File: src/rtl/spi_avalon_bridge.sv
// rtl/spi_avalon_bridge.sv - SPI mode-0 slave framing 32-bit Avalon-MM master reads/writes.
// Optional waitrequest timeout compiled in with SPI_AVALON_TIMEOUT_EN.
module spi_avalon_bridge #(
    parameter int TIMEOUT_CYCLES = 255
) (
    input  logic        clock,
    input  logic        reset,
    input  logic        spi_sclk,
    input  logic        spi_cs_n,
    input  logic        spi_mosi,
    output logic        spi_miso,
    output logic [15:0] avalon_master_address,
    output logic        avalon_master_write,
    output logic [31:0] avalon_master_writedata,
    output logic        avalon_master_read,
    input  logic [31:0] avalon_master_readdata,
    input  logic        avalon_master_waitrequest,
    output logic        busy,
    output logic        bus_err
);
    localparam logic [1:0] ST_IDLE = 2'd0;
    localparam logic [1:0] ST_RD   = 2'd1;
    localparam logic [1:0] ST_WR   = 2'd2;

    localparam logic [1:0] FR_NONE = 2'd0;
    localparam logic [1:0] FR_CMD  = 2'd1;
    localparam logic [1:0] FR_WR   = 2'd2;
    localparam logic [1:0] FR_RD   = 2'd3;

    logic [2:0]  sclk_sync_q, sclk_sync_d;
    logic [2:0]  cs_sync_q, cs_sync_d;
    logic [1:0]  mosi_sync_q, mosi_sync_d;
    logic [1:0]  frame_q, frame_d;
    logic [6:0]  bit_cnt_q, bit_cnt_d;
    logic [46:0] rx_q, rx_d;
    logic [31:0] tx_q, tx_d;
    logic        miso_q, miso_d;
    logic        req_q, req_d;
    logic        req_rd_q, req_rd_d;
    logic [15:0] req_addr_q, req_addr_d;
    logic [31:0] req_wdata_q, req_wdata_d;
    logic        rd_pending_q, rd_pending_d;
    logic        rd_valid_q, rd_valid_d;
    logic [1:0]  state_q, state_d;
    logic        read_q, read_d;
    logic        write_q, write_d;
    logic [15:0] addr_q, addr_d;
    logic [31:0] wdata_q, wdata_d;
    logic        bus_err_q, bus_err_d;
`ifdef SPI_AVALON_TIMEOUT_EN
    logic [31:0] tmo_cnt_q, tmo_cnt_d;
`endif

    logic        sclk_rise, sclk_fall, cs_fall, cs_rise;
    logic [47:0] rx_next;
    logic [31:0] tx_src;
    logic        done;
    logic [31:0] result;

    assign sclk_rise = sclk_sync_q[1] & ~sclk_sync_q[2];
    assign sclk_fall = ~sclk_sync_q[1] & sclk_sync_q[2];
    assign cs_fall   = ~cs_sync_q[1] & cs_sync_q[2];
    assign cs_rise   = cs_sync_q[1] & ~cs_sync_q[2];

    always_comb begin
        sclk_sync_d  = {sclk_sync_q[1:0], spi_sclk};
        cs_sync_d    = {cs_sync_q[1:0], spi_cs_n};
        mosi_sync_d  = {mosi_sync_q[0], spi_mosi};
        frame_d      = frame_q;
        bit_cnt_d    = bit_cnt_q;
        rx_d         = rx_q;
        tx_d         = tx_q;
        miso_d       = miso_q;
        req_d        = 1'b0;
        req_rd_d     = req_rd_q;
        req_addr_d   = req_addr_q;
        req_wdata_d  = req_wdata_q;
        rd_pending_d = rd_pending_q;
        rd_valid_d   = rd_valid_q;
        state_d      = state_q;
        read_d       = read_q;
        write_d      = write_q;
        addr_d       = addr_q;
        wdata_d      = wdata_q;
        bus_err_d    = bus_err_q;
        rx_next      = {rx_q, mosi_sync_q[1]};
        tx_src       = rd_valid_q ? tx_q : 32'hFFFF_FFFF;
        done         = 1'b0;
        result       = avalon_master_readdata;
`ifdef SPI_AVALON_TIMEOUT_EN
        tmo_cnt_d    = tmo_cnt_q;
`endif

        if (cs_rise) begin
            frame_d      = FR_NONE;
            rd_pending_d = 1'b0;
            miso_d       = 1'b0;
        end else if (cs_fall) begin
            frame_d      = FR_CMD;
            bit_cnt_d    = 7'd0;
            rd_pending_d = 1'b0;
            rd_valid_d   = 1'b0;
            miso_d       = 1'b0;
        end else if (frame_q != FR_NONE) begin
            if (sclk_rise) begin
                rx_d = rx_next[46:0];
                if (bit_cnt_q != 7'h7f) begin
                    bit_cnt_d = bit_cnt_q + 7'd1;
                end
                if (frame_q == FR_CMD && bit_cnt_q == 7'd7) begin
                    case (rx_next[7:0])
                        8'h80:   frame_d = FR_WR;
                        8'h00:   frame_d = FR_RD;
                        default: frame_d = FR_NONE;
                    endcase
                end
                if ((frame_q == FR_RD && bit_cnt_q == 7'd23) ||
                    (frame_q == FR_WR && bit_cnt_q == 7'd55)) begin
                    // A new request cannot be queued behind a live access.
                    if (state_q != ST_IDLE || req_q) begin
                        bus_err_d = 1'b1;
                    end else begin
                        req_d        = 1'b1;
                        req_rd_d     = (frame_q == FR_RD);
                        req_addr_d   = (frame_q == FR_RD) ? rx_next[15:0] : rx_next[47:32];
                        req_wdata_d  = rx_next[31:0];
                        rd_pending_d = (frame_q == FR_RD);
                    end
                end
            end
            if (sclk_fall) begin
                if (frame_q == FR_RD && bit_cnt_q == 7'd32) begin
                    // Data phase starts: a read still outstanding is reported as an error.
                    if (!rd_valid_q) begin
                        bus_err_d = 1'b1;
                    end
                    rd_pending_d = 1'b0;
                    miso_d       = tx_src[31];
                    tx_d         = {tx_src[30:0], 1'b0};
                end else if (frame_q == FR_RD && bit_cnt_q > 7'd32 && bit_cnt_q < 7'd64) begin
                    miso_d = tx_q[31];
                    tx_d   = {tx_q[30:0], 1'b0};
                end else begin
                    miso_d = 1'b0;
                end
            end
        end

        case (state_q)
            ST_IDLE: begin
                if (req_q) begin
                    state_d = req_rd_q ? ST_RD : ST_WR;
                    read_d  = req_rd_q;
                    write_d = ~req_rd_q;
                    addr_d  = req_addr_q;
                    if (!req_rd_q) begin
                        wdata_d = req_wdata_q;
                    end
`ifdef SPI_AVALON_TIMEOUT_EN
                    tmo_cnt_d = 32'd0;
`endif
                end
            end
            ST_RD, ST_WR: begin
                if (!avalon_master_waitrequest) begin
                    done = 1'b1;
`ifdef SPI_AVALON_TIMEOUT_EN
                end else if (tmo_cnt_q == 32'(TIMEOUT_CYCLES - 1)) begin
                    done      = 1'b1;
                    result    = 32'hDEAD_BEEF;
                    bus_err_d = 1'b1;
                end else begin
                    tmo_cnt_d = tmo_cnt_q + 32'd1;
`endif
                end
            end
            default: state_d = ST_IDLE;
        endcase

        // Result only lands if the frame that issued the read still wants it.
        if (done) begin
            state_d = ST_IDLE;
            read_d  = 1'b0;
            write_d = 1'b0;
            if (state_q == ST_RD && rd_pending_d) begin
                tx_d         = result;
                rd_valid_d   = 1'b1;
                rd_pending_d = 1'b0;
            end
        end
    end

    always_ff @(posedge clock) begin
        if (reset) begin
            sclk_sync_q  <= 3'b000;
            cs_sync_q    <= 3'b111;
            mosi_sync_q  <= 2'b00;
            frame_q      <= FR_NONE;
            bit_cnt_q    <= 7'd0;
            rx_q         <= '0;
            tx_q         <= '0;
            miso_q       <= 1'b0;
            req_q        <= 1'b0;
            req_rd_q     <= 1'b0;
            req_addr_q   <= '0;
            req_wdata_q  <= '0;
            rd_pending_q <= 1'b0;
            rd_valid_q   <= 1'b0;
            state_q      <= ST_IDLE;
            read_q       <= 1'b0;
            write_q      <= 1'b0;
            addr_q       <= '0;
            wdata_q      <= '0;
            bus_err_q    <= 1'b0;
`ifdef SPI_AVALON_TIMEOUT_EN
            tmo_cnt_q    <= '0;
`endif
        end else begin
            sclk_sync_q  <= sclk_sync_d;
            cs_sync_q    <= cs_sync_d;
            mosi_sync_q  <= mosi_sync_d;
            frame_q      <= frame_d;
            bit_cnt_q    <= bit_cnt_d;
            rx_q         <= rx_d;
            tx_q         <= tx_d;
            miso_q       <= miso_d;
            req_q        <= req_d;
            req_rd_q     <= req_rd_d;
            req_addr_q   <= req_addr_d;
            req_wdata_q  <= req_wdata_d;
            rd_pending_q <= rd_pending_d;
            rd_valid_q   <= rd_valid_d;
            state_q      <= state_d;
            read_q       <= read_d;
            write_q      <= write_d;
            addr_q       <= addr_d;
            wdata_q      <= wdata_d;
            bus_err_q    <= bus_err_d;
`ifdef SPI_AVALON_TIMEOUT_EN
            tmo_cnt_q    <= tmo_cnt_d;
`endif
        end
    end

    assign spi_miso                = miso_q;
    assign avalon_master_read      = read_q;
    assign avalon_master_write     = write_q;
    assign avalon_master_address   = addr_q;
    assign avalon_master_writedata = wdata_q;
    assign busy                    = (state_q != ST_IDLE);
    assign bus_err                 = bus_err_q;
endmodule
File: config.mk
export PLATFORM = sky130hd
export DESIGN_NAME = spi_avalon_bridge
export DESIGN_NICKNAME = d
export VERILOG_FILES = /design/src/rtl/spi_avalon_bridge.sv
export SDC_FILE = /design/constraint.sdc
export NUM_CORES = 1
export LEC_CHECK = 0
export ABC_AREA = 0
export CAP_MARGIN = 20
export CORE_ASPECT_RATIO = 0.8
export CORE_MARGIN = 5
export CORE_UTILIZATION = 50
export CTS_CLUSTER_SIZE = 40
export DETAILED_ROUTE_END_ITERATION = 12
export PLACE_DENSITY_LB_ADDON = 0.2
export REMOVE_ABC_BUFFERS = 1
export SLEW_MARGIN = 20
export SYNTH_ARGS = -nofsm -noshare
export SYNTH_HDL_FRONTEND = slang
export SYNTH_SLANG_ARGS = --single-unit
File: constraint.sdc
create_clock -name clock -period 1.9 [get_ports clock]
set_input_delay 0.38 -clock clock [delete_from_list [all_inputs] [get_ports clock]]
set_output_delay 0.38 -clock clock [all_outputs]
set_load 0.02 [all_outputs]
* Yosys cells after proc, flatten, opt, wreduce, memory -nomap -nowiden
Cells that the tools add are included.
Widths: inputs -> output; s select.
** Storage, ports and cells
- Flip-flop bits (word level) :: 202
** Cells by class
- Equality and inequality tests :: 12
- $lt $le $gt $ge :: 2
- Bitwise gates (word level) :: 16
- Multiplexer cells :: 47
- $add $sub $neg :: 1
- Reductions and logical operators :: 32
** Operators with widths (count)
- $mux 32 :: 9
- $mux 1 :: 29
- $mux 7 :: 4
- $mux 16 :: 1
- $eq 7x6->1 const B :: 2
- $not 1->1 :: 12
- $reduce_and 3->1 :: 4
- $reduce_bool 2->1 :: 6
- $eq 8x8->1 const B :: 1
- $logic_not 8->1 :: 1
- $pmux 2 s2 :: 2
- $reduce_and 4->1 :: 2
- $add 7x1->7 const B :: 1
- $eq 7x3->1 const B :: 1
- $eq 7x5->1 const B :: 1
- $gt 7x6->1 const B :: 1
- $logic_and 1x1->1 :: 7
- $lt 7x7->1 const B :: 1
- $ne 7x7->1 const B :: 1
- $eq 2x2->1 const B :: 3
- $reduce_and 2->1 :: 3
- $reduce_and 6->1 :: 1
- $reduce_or 2->1 :: 3
- $reduce_or 6->1 :: 1
- other kinds (7) :: 13

* Longest topological paths before layout
Gate-level depths: netlist of the first run.
- Depth in word-level cells :: 13
- Mapped depth :: 10
- Depth with buffers taken out :: 7

* Least setup slack after synthesis of the first run
No wires, ideal clock.
- Kind :: reg2reg
- Start point :: register cs_sync_q[1]
- End point :: register tx_q[0]
- Buffers on the path :: 3
- Arrival time :: 1.994 ns
- Setup slack :: -0.210 ns
- Cell stages (with the launch flop) :: 9
- Cells stage by stage :: dfxtp_1 -> inv_1 -> ha_1 -> buf_2 -> or2_1 -> buf_6 -> or4_1 -> clkbuf_1 -> a41o_1
** Between the ends
- Longest elaborated chain between the ends :: 7
- Elaborated cells between the ends (all ways) :: 10
- Classes of those cells :: mux: 6; bitwise: 3; reduce/logical: 1
** Ends and longest elaborated chain
- from (decl) :: RTL line 31 : logic [2:0] cs_sync_q, cs_sync_d;
- from (signal assigned) :: RTL line 220 : cs_sync_q <= cs_sync_d;
- $not 1->1 :: RTL line 62 : assign cs_fall = ~cs_sync_q[1] & cs_sync_q[2];
- $and 1x1->1 :: RTL line 62
- $mux 1 :: RTL line 98 : end else if (cs_fall) begin
- $mux 1 :: RTL line 94 : if (cs_rise) begin
- $logic_and 1x1->1 :: RTL line 185 : if (state_q == ST_RD && rd_pending_d) begin
- $mux 32 :: RTL line 185
- $mux 32 (*) :: RTL line 181 : if (done) begin
- to (signal assigned) :: RTL line 225 : tx_q <= tx_d;
- to (decl) :: RTL line 36 : logic [31:0] tx_q, tx_d;
Mark *: on every way between the ends. The rest lies on a longest branch, timed or not.
A chain may end at the register's enable or synchronous reset.

* Worst setup path in the final report of the first run
- Start point :: register bit_cnt_q[3]
- End point :: register tx_q[24]
** Between the ends
- Longest elaborated chain between the ends :: 13
- Elaborated cells between the ends (all ways) :: 27
- Classes of those cells :: order compare: 2; eq/ne: 3; mux: 15; reduce/logical: 7
** Ends and longest elaborated chain
- from (decl) :: RTL line 34 : logic [6:0] bit_cnt_q, bit_cnt_d;
- from (signal assigned) :: RTL line 223 : bit_cnt_q <= bit_cnt_d;
- parallel branches: the longest is 12 deep, another holds $gt 7x6->1
- $mux 32 (*) :: RTL line 181
Mark *: on every way between the ends.

==> results of run 1 <==
## registers in the layout, indices dropped and copies added (netlist names), 3 cells and up
| signal | count |
|---|---|
| req_wdata_q | 32 |
| req_addr_q | 16 |
| tx_q | 32 |
| rx_q | 47 |
| avalon_master_writedata | 32 |
| cs_sync_q | 3 |
| avalon_master_address | 16 |
| sclk_sync_q | 3 |
| bit_cnt_q | 7 |
## layout make-up
cell class | instances | area, um2 | area share [%]
Timing Repair Buffer | 157 | 1690 | 16.3
Sequential cell | 202 | 4050 | 39.1
Clock buffer | 30 | 629 | 6.07
Clock inverter | 5 | 77.6 | 0.749
Multi-Input combinational cell | 660 | 3600 | 34.8
Inverter | 12 | 45.0 | 0.435
Tap cell | 210 | 263 | 2.54
## stage by stage
step	std cells	instance area [um2]	setup TNS [ns]	hold WS (ns)	util (%)
4_1_cts	1264	10000	-0.193	0.177	65.8
5_1_grt	1276	10400	-1.78	0.189	68.1
3_5_place_dp	1228	9260	-4.22	0.404	60.8
6_report	1276	10400	-0.651	0.187	68.1
3_3_place_gp	1228	9260	-0.336	0.392	60.8
2_1_floorplan	874	7520	-182.11	0.389	-
## kinds of logic (layout without fill, tap and decap cells)
group,count (synthesis),after routing,share of synthesized area (%)
AO/OA/AOI/OAI,225,225,17.8
multiplexers,16,16,2.05
buffers and inverters,85,204,4.54
AND/OR/NAND/NOR,408,408,22.4
adder cells (fa/ha/maj),6,6,0.959
flip-flops,202,202,51.6
XOR/XNOR,5,5,0.559
## critical path, stage by stage (launching register included)
cell,delay [ns]
dfxtp_2,0.32
or3_4,0.38
or4_4,0.53
o2111a_4,0.21
o21ai_4,0.17
buf_12,0.16
a311oi_2,0.09
## cell usage in the layout, fill, tap and decap left out, drive strengths merged, types with 2 or more instances in the layout
cell type      synthesis  layout
a211oi                16      16
a21oi                135     135
a311oi                10      10
a31oi                  2       2
and2                   4       4
and3                   2       2
and4                   3       3
buf                   24      65
bufinv                 0       2
clkbuf                49      34
clkdlybuf4s50          0      86
clkinv                 0       2
dfxtp                202     202
dlymetal6s2s           0       2
ha                     6       6
inv                   12      12
mux2i                 16      16
nand2                293     293
nand2b                 4       4
nand3                  5       5
nand4                 22      22
nor2                  34      34
nor2b                  9       9
nor3                  14      14
nor3b                  2       2
nor4                   3       3
o2111ai                3       3
o21ai                 28      28
o221ai                20      20
o31ai                  2       2
or2                    4       4
or3                    4       4
or4                    2       2
xor2                   4       4
## power groups by stage
stage               clock network, mW  registers (mW)  logic [mW]
floorplan                           0            4.34      0.0565
global placement                    0            4.34       0.248
detailed placement                  0            4.34       0.249
CTS                              4.22            4.25       0.255
global route                     4.39            4.25       0.282
finish                           4.13            4.25       0.263
## metal layers
| layer | routed length [um] | vias to the layer above | GRT usage, % | share of wire [%] |
|---|---|---|---|---|
| met5 | 0 | - | 0 | 0 |
| met4 | 384 | 0 | 4.69 | 2.0 |
| met3 | 711 | 31 | 2.75 | 3.8 |
| met2 | 8750 | 126 | 32.6 | 46 |
| met1 | 9100 | 3249 | 28.3 | 48 |
| li1 | - | 3446 | - | - |
## how the worst min path moves through the flow
stage	to	from	slack, ns
floorplan	cs_sync_q[1]$_SDFF_PP1_	cs_sync_q[0]$_SDFF_PP1_	0.39
global placement	cs_sync_q[1]$_SDFF_PP1_	cs_sync_q[0]$_SDFF_PP1_	0.39
detailed placement	cs_sync_q[1]$_SDFF_PP1_	cs_sync_q[0]$_SDFF_PP1_	0.40
CTS	mosi_sync_q[0]$_SDFF_PP0_	reset	0.18
global route	sclk_sync_q[1]$_SDFF_PP0_	reset	0.19
finish	mosi_sync_q[0]$_SDFF_PP0_	reset	0.19
## timing repair
action / 4_1_cts / 5_1_grt
cloned: 0 / 7
gates resized for setup: 15 / 66
pin swaps: 0 / 20
endpoints found under the setup margin: 81 / 85
buffers inserted: 1 / 5
==> results.toml, run 1 <==
[yosys]
ys_warn_count = 0
synth_commonest_cells = "nand2_1, dfxtp_1, a21oi_1"
seq_area_frac_synth_pct = 51.6
synth-main-ff-cell = "dfxtp_1"
syn_area_um2 = 7830
synthArstFlopShare_pct = 0
synth.area.top_cells = "dfxtp_1, nand2_1, a21oi_1"
synth_cells = 947
yosysTopAreaCell = "dfxtp_1"
synth_edf_count = 0
synth_top_area_share_pct = 51.6
syn-mean-instance-area_um2 = 8.27
synth_seq_cells = 202
synth.distinct_cells = 53
synth.most_common_cell = "nand2_1"

[global_route]
grt_max_degree = 57
grt_usage_pct = 20.0
grt_pass1_wl_mm = 31.1
grt_overflow = 0
antenna_found_initial = 0
grt_pass1_vias = 6559

[timing]
finalCriticalPeriod_ns = 1.97
setup_violations = 11
slew_headroom_pct = 64.9
final-hold-violation-count = 0
timing.final.crit_share_pct = 104
rsz0062_at_grt = "true"
fin_skew_ns = 0.0150
worstMarginPinSlew_ns = 0.521
fin_ws_ns = -0.0684
maxSlewViolCount = 0
clock.fmax_mhz = 508

[power_and_ir_drop]
vdd_drop_max_mv = 0.607
switching_share_pct = 20.0
p_int_mw = 6.92
p_total_mw = 8.65
combPwrFrac_pct = 3.0
total_leakage_power_nw = 3.63
powerDensity_nw_per_um2 = 835
seqPwrFrac_pct = 49.1
power.net_switching_mw = 1.73
p_clk_share_pct = 47.8

[worst_setup_path]
crit_required_ns = 2.26
cp-start-kind = "flop"
cp.arrival_ns = 2.33
critPathMaxFanout = 11
ff2ff_path_depth = 6
endpoint = "tx_q[24]$_SDFF_PP0_"
path_class = "flop to flop"
reg2reg_slack_ns = -0.07
end_kind = "flop"
r2r-end = "tx_q[24]$_SDFF_PP0_"
crit_path_start = "bit_cnt_q[3]$_SDFFE_PP0P_"
reg2reg_from = "bit_cnt_q[3]$_SDFFE_PP0P_"

[floorplan]
num_io_pins = 91
fp.dieW_um = 150
die_area_um2 = 18300
core_area_um2 = 15200
start_util_pct = 51.5
die_height_um = 122
core.rowCount = 40

[drt]
drc = 0
drt_iter0_drc = 496
firstDrtPassIters = 5
antenna_left = 0
drt_wl_total_mm = 18.9
vias = 6852
viasPerCell = 5.37
wl_per_cell_um = 14.8

[place]
port_buffers = 90
place_congestion = 0.834
hpwl_mm = 11.7
pre_cts_slack_ns = -0.112

[clocking]
htreeDepth = 1
clk_pin_slew_ns = 0.06
numCtsBuffers = 20
cts_hold_buf = 0
root_buffer = "clkbuf_16"
cts_tree = "built"
clock-sinks = 202
insertion_delay_ns = 0.49
cts_buffer_depth = 3

[outcome]
status = "finished with violations"
violations = "setup timing"

[run]
max_cap_violations = 0

[hold_path]
hold_class = "input pin to flop"
min_path_cells = 2

[cells_and_area]
area_growth_pct = 32.3
fillers = 1270
antenna_cells = 0
drive_gt1_share_pct = 14.4
nets = 1097
No activity file was read; power rests on OpenSTA's default activity.
==> inputs of run 2 (changes only) <==
- GPL_TIMING_DRIVEN: unset -> 1
==> results of run 2 <==
No change in the layout: final DEF, timing and power equal those of run 1.
==> inputs of run 3 (changes only) <==
- ABC_AREA: 0 -> 1
- CORE_UTILIZATION: 50 -> 51
- TNS_END_PERCENT: unset -> 20
==> run 3 against run 2 <==
  * The run now ends clean
  * Sequential power about the same
  * Maximum frequency up 4.8%
  * Non-clock buffer count down 15
  * Worst setup slack better by 0.091 ns
  * Final cell count up 15%
  * Wire length up 8.2%
  * Power down 2.6%
  * Sequential share of layout area down 0.26 points
  * Largest cell class unchanged
==> results.toml, run 3 <==
[outcome]
status = "finished clean"

[timing]
fin_skew_ns = 0.0130
maxSlewViolCount = 0
fin_ws_ns = 0.0222
final-hold-violation-count = 0
finalCriticalPeriod_ns = 1.88
slew_headroom_pct = 66.8
setup_tns_ns = 0
timing.final.crit_share_pct = 98.8
clock.fmax_mhz = 533
setup_violations = 0
worstMarginPinSlew_ns = 0.497
holdWs_ns = 0.384

[floorplan]
die_area_um2 = 18700
die_height_um = 123
start_util_pct = 51.9
core_area_um2 = 15800
core.rowCount = 41
num_io_pins = 91
fp.dieW_um = 152

[hold_path]
hold_class = "input pin to flop"
min_path_cells = 3

[cells_and_area]
nets = 1284
top_register = "rx_q"
antenna_cells = 0
area_growth_pct = 27.1
layout_commonest_cell = "nor2_1"
largest_reg_flops = 47
final_cell_mix = "nor2_1, dfxtp_1, nand2_1"
drive_gt1_share_pct = 9.74
final_cells = 1467

[drt]
vias = 7373
viasPerCell = 5.03
firstDrtPassIters = 5
wl_per_cell_um = 14.0
drt_iter0_drc = 571
drc = 0
antenna_left = 0
drt_wl_total_mm = 20.5

[global_route]
grt_usage_pct = 20.5
grt_max_degree = 64
antenna_found_initial = 0
grt_overflow = 0
grt_pass1_wl_mm = 31.7
grt_pass1_vias = 6546

[run]
max_cap_violations = 0

[worst_setup_path]
cpMaxStageDelayCell = "clkdlybuf4s50_1"
reg2reg_slack_ns = 0.12
crit_required_ns = 1.52
crit_path_max_incr_delay_ns = 0.63
cp-start-kind = "flop"
cp_num_buf_inv = 1
cp.arrival_ns = 1.50
crit_cells = 1
cp_cell_sequence = "clkdlybuf4s50_1"
path_class = "flop to output pin"
critPathMaxFanout = 2
end_kind = "output pin"
critPathTopFamily = "buffers and inverters"
ff2ff_path_depth = 13

[power_and_ir_drop]
total_leakage_power_nw = 4.43
vdd_drop_max_mv = 0.621
powerDensity_nw_per_um2 = 808

[clocking]
htreeDepth = 1
clock-sinks = 202
insertion_delay_ns = 0.49
cts_tree = "built"
numCtsBuffers = 20
clk_pin_slew_ns = 0.06
cts_buffer_depth = 3
root_buffer = "clkbuf_16"

[yosys]
seq_area_frac_synth_pct = 49.3
synth.area.top_cells = "dfxtp_1, nor2_1, nand2_1"
synth-main-ff-cell = "dfxtp_1"
syn-mean-instance-area_um2 = 7.17
ys_warn_count = 0
synth.distinct_cells = 30
syn_area_um2 = 8200
synth_top_area_share_pct = 49.3
synth_commonest_cells = "nor2_1, dfxtp_1, nand2_1"
synth_seq_cells = 202
synthArstFlopShare_pct = 0
synth.most_common_cell = "nor2_1"
synth_edf_count = 0
synth_cells = 1143
yosysTopAreaCell = "dfxtp_1"

[place]
pre_cts_slack_ns = -0.170
dp.cells = 1424
hpwl_mm = 13.0
port_buffers = 90
place_congestion = 0.859
run 3: power breakdown:
part	internal, mW	switching (mW)	total [mW]
registers	4.25	0.0133	4.27
logic	0.122	0.143	0.265
clock network	2.30	1.58	3.89
total	6.68	1.74	8.42
run 3: cell type report:
type	instances	area [um2]
Clock buffer	29	596
Clock inverter	5	50.0
Fill cell	1413	5380
Inverter	110	418
Multi-Input combinational cell	764	3570
Sequential cell	202	4050
Tap cell	215	269
Timing Repair Buffer	142	1470
run 3: final timing paths:
| path | from | end |
|---|---|---|
| max reg2reg | cs_sync_q[1]$_SDFF_PP1_ | tx_q[29]$_SDFF_PP0_ |
| max | avalon_master_address[4]$_SDFFE_PP0P_ | avalon_master_address[4] |
| min reg2reg | mosi_sync_q[0]$_SDFF_PP0_ | mosi_sync_q[1]$_SDFF_PP0_ |
| min | reset | mosi_sync_q[0]$_SDFF_PP0_ |
run 3: cells by family (layout without fill, tap and decap cells):
logic type | Yosys count | in the layout | synth area share (%)
DFF | 202 | 202 | 49.3
xor gates and xnor gates | 3 | 3 | 0.321
adders and majority gates | 6 | 6 | 0.916
buffers and inverters | 178 | 286 | 8.87
and+or+nand+nor | 501 | 501 | 24.4
AOI/OAI and AO/OA | 253 | 254 | 16.2
run 3: metrics by stage:
stage          cell area (um2)  total power [mW]  utilization (%)
6_report                 10400              8.42             65.9
5_1_grt                  10400              8.69             65.9
4_1_cts                  10100              8.48             64.2
3_5_place_dp              9490              4.62             60.1
3_3_place_gp              9490              4.62             60.1
2_1_floorplan             7890              4.45                -
run 3: layer usage:
metal / global-route usage (%) / share of wire, %
met4: 3.93 / 1.3
met1: 30.7 / 49
met2: 31.5 / 44
met3: 3.30 / 5.3
met5: 0 / 0
run 3: timing repair:
| item | 4_1_cts | 5_1_grt |
|---|---|---|
| resized for setup | 7 | 31 |
| hold buffers | 0 | 0 |
| cloned | 0 | 5 |
| pin swaps | 2 | 8 |
| setup buffers | 0 | 4 |
| setup endpoints to repair | 55 | 84 |
run 3: worst min-delay path, stage by stage:
cell	delay, ns
buf_2	0.12
buf_12	0.19
nor2_1	0.12
